[config.mk]
export PLATFORM = sky130hd
export DESIGN_NAME = fb_reader
export DESIGN_NICKNAME = d
export VERILOG_FILES = /design/src/rtl/fb_reader.sv
export SDC_FILE = /design/constraint.sdc
export NUM_CORES = 1
export LEC_CHECK = 0
export ABC_AREA = 1
export BUFFER_PORTS_ARGS = -buffer_cell sky130_fd_sc_hd__buf_4
export CORE_UTILIZATION = 55
export CTS_BUF_LIST = sky130_fd_sc_hd__clkbuf_2 sky130_fd_sc_hd__clkbuf_4 sky130_fd_sc_hd__clkbuf_8
export DETAILED_ROUTE_END_ITERATION = 8
export PLACE_DENSITY_LB_ADDON = 0.08
export SLEW_MARGIN = 0
export SYNTH_ARGS = -nofsm -noshare
export SYNTH_HDL_FRONTEND = slang
export SYNTH_SLANG_ARGS = --single-unit
[constraint.sdc]
create_clock -name clk -period 2 [get_ports clk]
set_clock_uncertainty 0.2 [all_clocks]
set_input_delay 0.5 -clock clk [delete_from_list [all_inputs] [get_ports clk]]
set_output_delay 0.5 -clock clk [all_outputs]
set_load 0.01 [all_outputs]
[src/rtl/fb_reader.sv]
// Purpose: scans the 1-bpp framebuffer over RAM port B in raster order and packs pixels MSB-first into bytes.
// Latency: at least 2 cycles per pixel (REQ + WAIT); a packed byte reaches byte_data one cycle after its FIFO write.
// Backpressure: a full FIFO stalls the scan in PUSH with no RAM request; abort flushes everything.
// Optional: define FB_READER_CRC_EN to add a CRC-8 (poly 0x07) output over every pushed byte.
module fb_reader #(
    parameter int FB_W       = 320,
    parameter int FB_H       = 200,
    parameter int FIFO_DEPTH = 4
) (
    input  logic                          clk,
    input  logic                          rst_n,
    input  logic                          start,
    input  logic                          abort,
    output logic [8:0]                    x_b,
    output logic [7:0]                    y_b,
    output logic                          read_b,
    input  logic                          out_b,
    input  logic                          rdy_b,
    output logic [7:0]                    byte_data,
    output logic                          byte_valid,
    input  logic                          byte_ready,
    output logic                          busy,
    output logic                          done,
    output logic [$clog2(FIFO_DEPTH):0]   level
`ifdef FB_READER_CRC_EN
    ,
    output logic [7:0]                    crc
`endif
);

    localparam int AW = $clog2(FIFO_DEPTH);
    localparam int LW = AW + 1;
    localparam logic [8:0] X_LAST = 9'(FB_W - 1);
    localparam logic [7:0] Y_LAST = 8'(FB_H - 1);

    typedef enum logic [2:0] {S_IDLE, S_REQ, S_WAIT, S_PUSH, S_DRAIN} state_t;

    state_t          state_q, state_d;
    logic [8:0]      x_q;
    logic [7:0]      y_q;
    logic [7:0]      pack_q;
    logic [2:0]      bit_q;
    logic            stale_q;
    logic [7:0]      mem [FIFO_DEPTH];
    logic [AW-1:0]   wr_ptr, rd_ptr;
    logic [LW-1:0]   cnt_q;

    logic            start_ok, take, advance, push, pop;
    logic            last_px, fifo_full;

    assign last_px    = (x_q == X_LAST) && (y_q == Y_LAST);
    assign fifo_full  = (cnt_q == LW'(FIFO_DEPTH));
    assign byte_valid = (cnt_q != '0);
    assign pop        = byte_valid && byte_ready;
    assign byte_data  = byte_valid ? mem[rd_ptr] : 8'h00;
    assign level      = cnt_q;
    assign x_b        = x_q;
    assign y_b        = y_q;
    assign busy       = (state_q != S_IDLE) && !done;

    // State register.
    always_ff @(posedge clk or negedge rst_n) begin
        if (!rst_n) state_q <= S_IDLE;
        else        state_q <= state_d;
    end

    // Next state and strobes; abort overrides everything, including a simultaneous start.
    always_comb begin
        state_d  = state_q;
        read_b   = 1'b0;
        start_ok = 1'b0;
        take     = 1'b0;
        advance  = 1'b0;
        push     = 1'b0;
        done     = 1'b0;
        case (state_q)
            S_IDLE: if (start) begin
                start_ok = 1'b1;
                state_d  = S_REQ;
            end
            // Hold off while a response to a request issued before an abort is still due.
            S_REQ: if (!stale_q) begin
                read_b  = 1'b1;
                state_d = S_WAIT;
            end
            S_WAIT: if (rdy_b) begin
                take = 1'b1;
                if (bit_q == 3'd7) begin
                    state_d = S_PUSH;
                end else begin
                    advance = 1'b1;
                    state_d = S_REQ;
                end
            end
            S_PUSH: if (!fifo_full) begin
                push = 1'b1;
                if (last_px) begin
                    state_d = S_DRAIN;
                end else begin
                    advance = 1'b1;
                    state_d = S_REQ;
                end
            end
            // No writes happen here, so the last pop from a single entry is the final byte.
            S_DRAIN: if (pop && cnt_q == LW'(1)) begin
                done    = 1'b1;
                state_d = S_IDLE;
            end
            default: state_d = S_IDLE;
        endcase
        if (abort) begin
            state_d  = S_IDLE;
            read_b   = 1'b0;
            start_ok = 1'b0;
            take     = 1'b0;
            advance  = 1'b0;
            push     = 1'b0;
            done     = 1'b0;
        end
    end

    // Raster address, pixel packing and bit counter.
    always_ff @(posedge clk or negedge rst_n) begin
        if (!rst_n) begin
            x_q    <= '0;
            y_q    <= '0;
            pack_q <= '0;
            bit_q  <= '0;
        end else if (abort || start_ok) begin
            x_q    <= '0;
            y_q    <= '0;
            pack_q <= '0;
            bit_q  <= '0;
        end else begin
            if (take) begin
                pack_q <= {pack_q[6:0], out_b};
                bit_q  <= bit_q + 3'd1;
            end
            if (advance) begin
                if (x_q == X_LAST) begin
                    x_q <= '0;
                    y_q <= y_q + 8'd1;
                end else begin
                    x_q <= x_q + 9'd1;
                end
            end
        end
    end

    // Remember a RAM read left in flight by an abort so its late rdy_b is swallowed.
    always_ff @(posedge clk or negedge rst_n) begin
        if (!rst_n)                                    stale_q <= 1'b0;
        else if (abort && state_q == S_WAIT && !rdy_b) stale_q <= 1'b1;
        else if (rdy_b)                                stale_q <= 1'b0;
    end

    // FIFO storage; contents need no reset because byte_data is gated by byte_valid.
    always_ff @(posedge clk) begin
        if (push) mem[wr_ptr] <= pack_q;
    end

    // FIFO pointers and occupancy; abort flushes.
    always_ff @(posedge clk or negedge rst_n) begin
        if (!rst_n) begin
            wr_ptr <= '0;
            rd_ptr <= '0;
            cnt_q  <= '0;
        end else if (abort) begin
            wr_ptr <= '0;
            rd_ptr <= '0;
            cnt_q  <= '0;
        end else begin
            if (push) wr_ptr <= wr_ptr + AW'(1);
            if (pop)  rd_ptr <= rd_ptr + AW'(1);
            case ({push, pop})
                2'b10:   cnt_q <= cnt_q + LW'(1);
                2'b01:   cnt_q <= cnt_q - LW'(1);
                default: cnt_q <= cnt_q;
            endcase
        end
    end

`ifdef FB_READER_CRC_EN
    function automatic logic [7:0] crc8_step(input logic [7:0] c, input logic [7:0] d);
        logic [7:0] r;
        r = c ^ d;
        for (int i = 0; i < 8; i++) r = r[7] ? ((r << 1) ^ 8'h07) : (r << 1);
        return r;
    endfunction

    // Running CRC over pushed bytes; holds after the last push until the next start.
    always_ff @(posedge clk or negedge rst_n) begin
        if (!rst_n)                 crc <= 8'h00;
        else if (abort || start_ok) crc <= 8'h00;
        else if (push)              crc <= crc8_step(crc, pack_q);
    end
`endif

endmodule

# After elaboration in Yosys (flattened, before gate mapping)
# Memory sizes are Yosys's and may differ from the RTL's.
# Cells that the tools add are included.
[classes]
n_div = 0
mul = 0
addsub = 7
eq_ne = 16
n_mux = 51
n_reduce_logical = 21
n_lt_le_gt_ge = 0
shift = 0
n_bitwise = 0
[ops]
columns = ["cell", "count"]
rows = [
  ["$mux W8", 6],
  ["$mux W3", 10],
  ["$mux W9", 3],
  ["$mux W1", 24],
  ["$ne A3 B3 Y1 const B", 5],
  ["$pmux W3 S5", 1],
  ["$reduce_bool A2 Y1", 6],
  ["$mux W2", 5],
  ["$add A9 B1 Y9 const B", 1],
  ["$eq A3 B3 Y1 const B", 3],
  ["$eq A9 B9 Y1 const B", 1],
  ["$reduce_bool A3 Y1", 3],
  ["$add A8 B1 Y8 const B", 1],
  ["$eq A8 B8 Y1 const B", 1],
  ["$add A3 B1 Y3 const B", 2],
  ["$eq A3 B1 Y1 const B", 2],
  ["$eq A3 B2 Y1 const B", 2],
  ["$logic_and A1 B1 Y1", 6],
  ["$pmux W3 S2", 1],
  ["$reduce_and A5 Y1", 1],
  ["$add A2 B1 Y2 const B", 2],
  ["$logic_not A3 Y1", 1],
  ["$sub A3 B1 Y3 const B", 1],
  ["$eq A2 B1 Y1 const B", 1],
  ["5 further kinds", 6],
]
[totals]
latchBits = 0
rom_bits = 0
ff_bits = 39
ram_bits = 32
mem_count = 1
wordCells = 105
[memory_table]
columns = ["name", "words", "word_bits", "rd", "rd_ports_with_merged_regs", "write_ports", "line", "text"]
rows = [
  ["mem", 4, 8, 1, 0, 1, "44", "logic [7:0] mem [FIFO_DEPTH];"],
]

# Depth between registers and ports, before layout
# Gate-level depths: netlist of run 1.
[depth]
word_depth = 8
depth_mapped = 11

# Worst setup path before layout of run 1
# Ideal clock, no wire load.
[synth_path]
kind = "register -> output"
startpoint = "register cnt_q[0], in the netlist level[0]"
endpoint = "output port busy"
slack_ns = -0.174
path_stages_with_launch = 9
t_required_ns = 1.300
arrival_ns = 1.474
cell_sequence = "dfrtp_1 -> inv_1 -> ha_1 -> inv_1 -> nor2_2 -> nor2_2 -> nand3b_1 -> nor2_1 -> nor2_1"
[synth_via]
elab_chain_cells = 8
word_cells_on_any_way = 9
[synth_lines]
columns = ["element", "line", "text"]
rows = [
  ["start: declaration", "46", "logic [LW-1:0] cnt_q;"],
  ["start signal: assignment", "176", "2'b10: cnt_q <= cnt_q + LW'(1);"],
  ["start signal: assignment", "177", "2'b01: cnt_q <= cnt_q - LW'(1);"],
  ["start signal: assignment", "178", "default: cnt_q <= cnt_q;"],
  ["$reduce_bool A3 Y1", "53", "assign byte_valid = (cnt_q != '0);"],
  ["$logic_and A1 B1 Y1", "54", "assign pop = byte_valid && byte_ready;"],
  ["$logic_and A1 B1 Y1 (*)", "105", "S_DRAIN: if (pop && cnt_q == LW'(1)) begin"],
  ["$mux W1 (*)", "105", ""],
  ["$mux W1 (*)", "76", "case (state_q)"],
  ["$mux W1 (*)", "111", "if (abort) begin"],
  ["net done", "23", "output logic done,"],
  ["$logic_not A1 Y1 (*)", "59", "assign busy = (state_q != S_IDLE) && !done;"],
  ["$logic_and A1 B1 Y1 (*)", "59", ""],
  ["end: declaration", "22", "output logic busy,"],
]
# Mark *: on every way through the listed nets, which the timed path passes. The rest lies on a longest branch.

# Worst setup path in the final report of run 1
[layout_path]
startpoint = "register cnt_q[0], in the netlist level[0]"
endpoint = "output port busy"
[layout_via]
elab_chain_cells = 8
word_cells_on_any_way = 9
[layout_lines]
columns = ["element", "line"]
rows = [
  ["$reduce_bool A3 Y1", "53"],
  ["$logic_and A1 B1 Y1", "54"],
  ["$logic_and A1 B1 Y1 (*)", "105"],
  ["$mux W1 (*)", "105"],
  ["$mux W1 (*)", "76"],
  ["$mux W1 (*)", "111"],
  ["$logic_not A1 Y1 (*)", "59"],
  ["$logic_and A1 B1 Y1 (*)", "59"],
]
# Every way passes the cells marked *; elsewhere a longest branch is shown, timed or not.

==> impl_metrics.env, run 1 <==
export IMPL_synth_top_cell_by_area="dfrtp_1"
export IMPL_clk_latency_ns=0.35
export IMPL_pwr_share_clk_pct=25.9
export IMPL_drtIter0Drc=126
export IMPL_vias=2963
export IMPL_num_antenna_cells=0
export IMPL_fin_crit_ns=2.27
export IMPL_p_comb_share_pct=36.1
export IMPL_arrival_ns=1.57
export IMPL_gp_congestion=0.838
export IMPL_grt_pass1_wl_um=12800
export IMPL_crit_path_start="level[0]$_DFFE_PN0P_"
export IMPL_grt_max_degree=40
export IMPL_final_hold_violation_count=0
export IMPL_core_um2=6350
export IMPL_ff2ff_setup_slack_ns=0.11
export IMPL_wl_per_cell_um=13.5
export IMPL_regToRegEndpoint="state_q[1]$_DFFE_PN0P_"
export IMPL_root_buffer="clkbuf_8"
export IMPL_cts_sinks=71
export IMPL_layout_common_cells="81 x nand2_1, 65 x buf_4, 52 x nor2_1"
export IMPL_ant_nets=0
export IMPL_path_clk_slew_ns=0.08
export IMPL_clk_path_buf_depth=2
export IMPL_syn_area_um2=3610
export IMPL_drcViolationCount=0
export IMPL_drive_above_1_share_pct=27.1
export IMPL_internal_power_mw=2.89
export IMPL_regToRegStartpoint="level[0]$_DFFE_PN0P_"
export IMPL_cpPeakStageDelay_ns=0.38
export IMPL_switching_share_pct=34.7
export IMPL_num_rows=29
export IMPL_net_switching_power_mw=1.53
export IMPL_mostFrequentLayoutCell="nand2_1"
export IMPL_ir_worst_vdd_mv=0.863
export IMPL_relSlewSlack_pct=64.8
export IMPL_drt_total_wl_um=7570
export IMPL_hp_class="input pin to flip-flop"
export IMPL_synth_seq_area_share_pct=53.6
export IMPL_p_per_area_nw_per_um2=973
export IMPL_dieWidth_um=83.0
export IMPL_synthToLayoutAreaGrowth_pct=25.8
export IMPL_netlist_area_leader_share_pct=27.0
export IMPL_critPathSlowestCell="dfrtp_1"
export IMPL_drv_cap=0
export IMPL_fin_util_pct=71.5
export IMPL_max_freq_mhz=441
export IMPL_dr_pass1_iters=4
export IMPL_cp_cell_sequence="inv_2, ha_4, inv_2, nor2_4, nor2_4, nand3b_1, nor2_2, nor2_2, buf_4"
export IMPL_fin_crit_sh_pct=113
export IMPL_port_buffers=38
export IMPL_min_path_cells=2
export IMPL_grt_usage_pct=23.4
export IMPL_r2r_cells=13
export IMPL_ioPinCount=39
export IMPL_violations="setup timing"
export IMPL_cts_tree="yes"
export IMPL_synthDistinctLibCells=33
export IMPL_htreeDepth=3
export IMPL_fp_dieH_um=83.0
export IMPL_die_area_um2=6900
export IMPL_syn_nets=422
export IMPL_cp_required_ns=1.30
export IMPL_syn_inst=403
export IMPL_cts_buffers=9
export IMPL_worst_pin_slew_ns=0.529
export IMPL_p_leak_nw=2.11
export IMPL_synth_warnings=0
export IMPL_grt_pass1_vias=2776
export IMPL_finalMaxSlewViolations=0
export IMPL_rsz0062_at_grt="yes"
export IMPL_layout_nets=497
export IMPL_end_kind="primary output"
export IMPL_setup_slack_ns=-0.268
export IMPL_path_class="flip-flop to primary output"
export IMPL_antenna_found_initial=0
export IMPL_design_area_um2=4540
export IMPL_endpoint="busy"
export IMPL_synth_area_leaders="dfrtp_1 27%, edfxtp_1 27%, nand2_1 8.8%"
export IMPL_viasPerCell=5.29
export IMPL_setup_viol=11
export IMPL_seqPwrFrac_pct=38.0
export IMPL_dpl_cell_area_um2=4230
export IMPL_timing_critical_path_from_type="flip-flop"
export IMPL_initial_core_util_pct=56.9
export IMPL_cp_max_fo=2
export IMPL_dp_hpwl_um=5020
export IMPL_status="finished, violations left"
export IMPL_synth_avg_cell_area_um2=8.96
export IMPL_gr_total_overflow=0
export IMPL_synth_seq_cells=71
## cells in the mapped netlist
cell / number
nand2_1: 85
nor2_1: 59
dfrtp_1: 39
inv_1: 34
edfxtp_1: 32
nand3_1: 28
o21ai_0: 28
a21oi_1: 20
ha_1: 12
nand4_1: 9
clkbuf_1: 5
inv_2: 5
nand2_4: 5
nor3_1: 5
xnor2_1: 5
nand3b_1: 4
o21ai_2: 4
buf_2: 3
nor2_2: 3
clkinv_1: 2
nand2_2: 2
nor2_4: 2
xor2_1: 2
a211oi_1: 1
a22o_1: 1
and3_1: 1
buf_1: 1
buf_6: 1
nand3_2: 1
nand3_4: 1
nor2_8: 1
o21a_1: 1
o22ai_1: 1
## registers in the layout (all words and copies together), names as in the netlist
name	flops
bit_q	3
level	3
mem	32
pack_q	8
rd_ptr	2
stale_q	1
state_q	3
wr_ptr	2
x_b	9
y_b	8
## area by class of cell
| class | instances | area (µm²) |
|---|---|---|
| timing repair buffer | 73 | 612 |
| inverter | 41 | 158 |
| clock buffer | 9 | 124 |
| clock inverter | 7 | 71.3 |
| sequential | 71 | 1940 |
| multi-input combinational | 282 | 1550 |
| tap | 77 | 96.3 |
| fill | 492 | 1810 |
## power groups by stage
stage               Sequential, mW  Clock (mW)  Combinational (mW)
finish                        1.68        1.15                1.59
global route                  1.69        1.23                1.76
CTS                           1.68        1.18                1.55
detailed placement            1.71           0                1.45
global placement              1.70           0                1.44
floorplan                     1.71           0               0.859
## stage by stage
stage	power [mW]	hold WS, ns	TNS [ns]	setup WS (ns)	std cells
after CTS	4.40	0.170	-2.70	-0.287	557
after detailed placement	3.16	0.321	0	0.0196	534
after floorplan	2.57	0.00441	-0.0308	-0.0308	403
final	4.42	0.188	-2.53	-0.268	560
after global placement	3.14	0.309	0	0.0598	534
after global routing	4.69	0.184	-3.40	-0.353	560
## kinds of logic after synthesis
logic type,Yosys count,share of synthesized area [%]
buffers and inverters,51,5.61
AO/OA/AOI/OAI,56,8.45
flip-flops,71,53.6
XOR/XNOR,7,1.70
AND/OR/NAND/NOR,206,26.5
adder cells (fa/ha/maj),12,4.16
## how the worst min path moves through the flow
stage	from	endpoint	slack, ns
finish	abort	stale_q$_DFFE_PN0P_	0.19
global placement	pack_q[7]$_DFFE_PN0P_	mem[3][7]$_DFFE_PP_	0.31
CTS	abort	stale_q$_DFFE_PN0P_	0.17
floorplan	rst_n	bit_q[0]$_DFFE_PN0P_	0.004
global route	abort	stale_q$_DFFE_PN0P_	0.18
detailed placement	rst_n	rd_ptr[1]$_DFFE_PN0P_	0.32
## worst max-delay path, delay by kind of cell (launching register included)
family | cells | cell delay [ns]
buffers and inverters | 3 | 0.25
DFF | 1 | 0.38
and+or+nand+nor | 5 | 0.44
adders and majority gates | 1 | 0.15
## per-layer routing
metal	track usage [%]	part of all wire, %	vias up
met4	10.3	1.2	0
met2	39.0	50	70
met1	30.1	45	1399
met3	3.68	4.0	8
li1	-	-	1486
met5	0	0	-
## what timing repair did
item                                    4_1_cts  5_1_grt
resized for setup                             5       10
setup buffers                                 6        2
hold buffers                                  1        0
hold endpoints to repair                     39        0
gates cloned                                  0        1
pin swaps                                     5        0
endpoints found under the setup margin       12       26
Note: power is estimated with default switching activity, not from simulation.
==> run 2: changes to the inputs <==
CORE_MARGIN = 2   (was unset)
SETUP_SLACK_MARGIN = 0.4   (was unset)
==> impl_metrics.env, run 2 (synthesized netlist as in run 1, its figures left out) <==
export IMPL_fin_crit_ns=2.41
export IMPL_layout_nets=538
export IMPL_rsz0062_at_grt="yes"
export IMPL_arrival_ns=1.71
export IMPL_end_kind="primary output"
export IMPL_path_class="flip-flop to primary output"
export IMPL_fp_dieH_um=85.0
export IMPL_drtIter0Drc=253
export IMPL_port_buffers=38
export IMPL_num_antenna_cells=0
export IMPL_wl_per_cell_um=19.5
export IMPL_grt_max_degree=40
export IMPL_relSlewSlack_pct=64.4
export IMPL_num_rows=29
export IMPL_grt_util_met3_pct=5.64
export IMPL_finalMaxSlewViolations=0
export IMPL_finalHoldWorstSlack_ns=0.169
export IMPL_pre_cts_ws_ns=0.0717
export IMPL_path_clk_slew_ns=0.09
export IMPL_worst_pin_slew_ns=0.534
export IMPL_ir_worst_vdd_mv=1.12
export IMPL_cts_tree="yes"
export IMPL_dr_pass1_iters=5
export IMPL_layout_common_cells="67 x nand2_1, 65 x buf_4, 48 x nor2_1"
export IMPL_cts_buffers=9
export IMPL_cp_max_fo=6
export IMPL_gp_congestion=0.865
export IMPL_max_flop_register="mem"
export IMPL_timing_critical_path_from_type="flip-flop"
export IMPL_grt_busiest_layer="met2"
export IMPL_grtUsageMet2_pct=48.8
export IMPL_setup_viol=12
export IMPL_drive_above_1_share_pct=44.8
export IMPL_hp_class="input pin to flip-flop"
export IMPL_drv_cap=0
export IMPL_cts_sinks=71
export IMPL_dp_hpwl_um=5120
export IMPL_dieWidth_um=85.0
export IMPL_grt_pass1_vias=3340
export IMPL_clk_latency_ns=0.37
export IMPL_vias=3561
export IMPL_root_buffer="clkbuf_8"
export IMPL_antenna_found_initial=0
export IMPL_grt_pass1_wl_um=16000
export IMPL_design_area_um2=5420
export IMPL_htreeDepth=3
export IMPL_violations="setup timing"
export IMPL_core_um2=6350
export IMPL_synthToLayoutAreaGrowth_pct=50.0
export IMPL_status="finished, violations left"
export IMPL_drt_total_wl_um=11700
export IMPL_drcViolationCount=0
export IMPL_die_area_um2=7230
export IMPL_p_per_area_nw_per_um2=964
export IMPL_mostFrequentLayoutCell="nand2_1"
export IMPL_ant_nets=0
export IMPL_viasPerCell=5.93
export IMPL_grt_usage_pct=28.8
export IMPL_cp_required_ns=1.30
export IMPL_final_hold_violation_count=0
export IMPL_ioPinCount=39
export IMPL_fin_crit_sh_pct=121
export IMPL_gr_total_overflow=0
export IMPL_dpl_cell_area_um2=4240
export IMPL_max_freq_mhz=415
export IMPL_initial_core_util_pct=56.9
export IMPL_p_leak_nw=2.47
export IMPL_clk_path_buf_depth=2
export IMPL_largest_reg_flops=32
export IMPL_grtUsageMet1_pct=33.9
export IMPL_setup_slack_ns=-0.412
run 2: worst max-delay path, stage by stage (launching register included):
cell	delay, ns
dfrtp_1	0.45
inv_4	0.11
nor3_2	0.28
nand2_1	0.13
nor2_2	0.18
nor2_2	0.06
buf_4	0.14
run 2: routing by layer:
layer  part of all wire (%)  wire length (µm)
met1                     36              4190
met2                     52              6090
met4                    5.8               681
met3                    6.6               771
met5                      0                 0
run 2: path summary, 6_finish.rpt:
check,from,end,slack (ns),depth (start not counted)
max reg2reg,y_b[0]$_DFFE_PN0P_,x_b[4]$_DFFE_PN0P_,0.01,12
min reg2reg,y_b[3]$_DFFE_PN0P_,y_b[3]$_DFFE_PN0P_,0.36,2
min in group asynchronous,rst_n,x_b[6]$_DFFE_PN0P_,0.44,2
max in group asynchronous,rst_n,level[2]$_DFFE_PN0P_,0.74,2
max,state_q[2]$_DFFE_PN0P_,busy,-0.41,6
min,out_b,pack_q[0]$_DFFE_PN0P_,0.17,3
run 2: area by class of cell:
class / instances / area (µm²)
Sequential cell: 71 / 1950
Multi-Input combinational cell: 281 / 1850
Timing Repair Buffer: 114 / 1120
Fill cell: 292 / 931
Inverter: 41 / 190
Clock buffer: 9 / 124
Tap cell: 77 / 96.3
Clock inverter: 7 / 86.3
Timing Repair inverter: 1 / 5.00
run 2: through the flow:
step / utilization (%) / power, mW / setup TNS [ns] / instances
floorplan: - / 2.64 / -0.0308 / 403
global placement: 66.7 / 3.23 / 0 / 527
detailed placement: 66.7 / 3.26 / 0 / 527
CTS: 80.1 / 4.91 / -2.40 / 586
global route: 85.3 / 5.44 / -4.44 / 601
finish: 85.3 / 5.22 / -3.32 / 601
run 2: power by group:
| part | switching, mW | total (mW) | internal, mW |
|---|---|---|---|
| sequential | 0.0857 | 1.69 | 1.60 |
| combinational | 1.20 | 2.26 | 1.05 |
| clock | 0.671 | 1.28 | 0.607 |
| total | 1.96 | 5.22 | 3.26 |
run 2: repair_timing:
| action | in CTS | in global routing |
|---|---|---|
| endpoints found under the hold margin | 39 | 0 |
| pin swaps | 24 | 9 |
| setup endpoints to repair | 96 | 98 |
| gates cloned | 3 | 0 |
| buffers inserted | 39 | 15 |
| hold buffers | 1 | 0 |
| gates resized for setup | 75 | 60 |
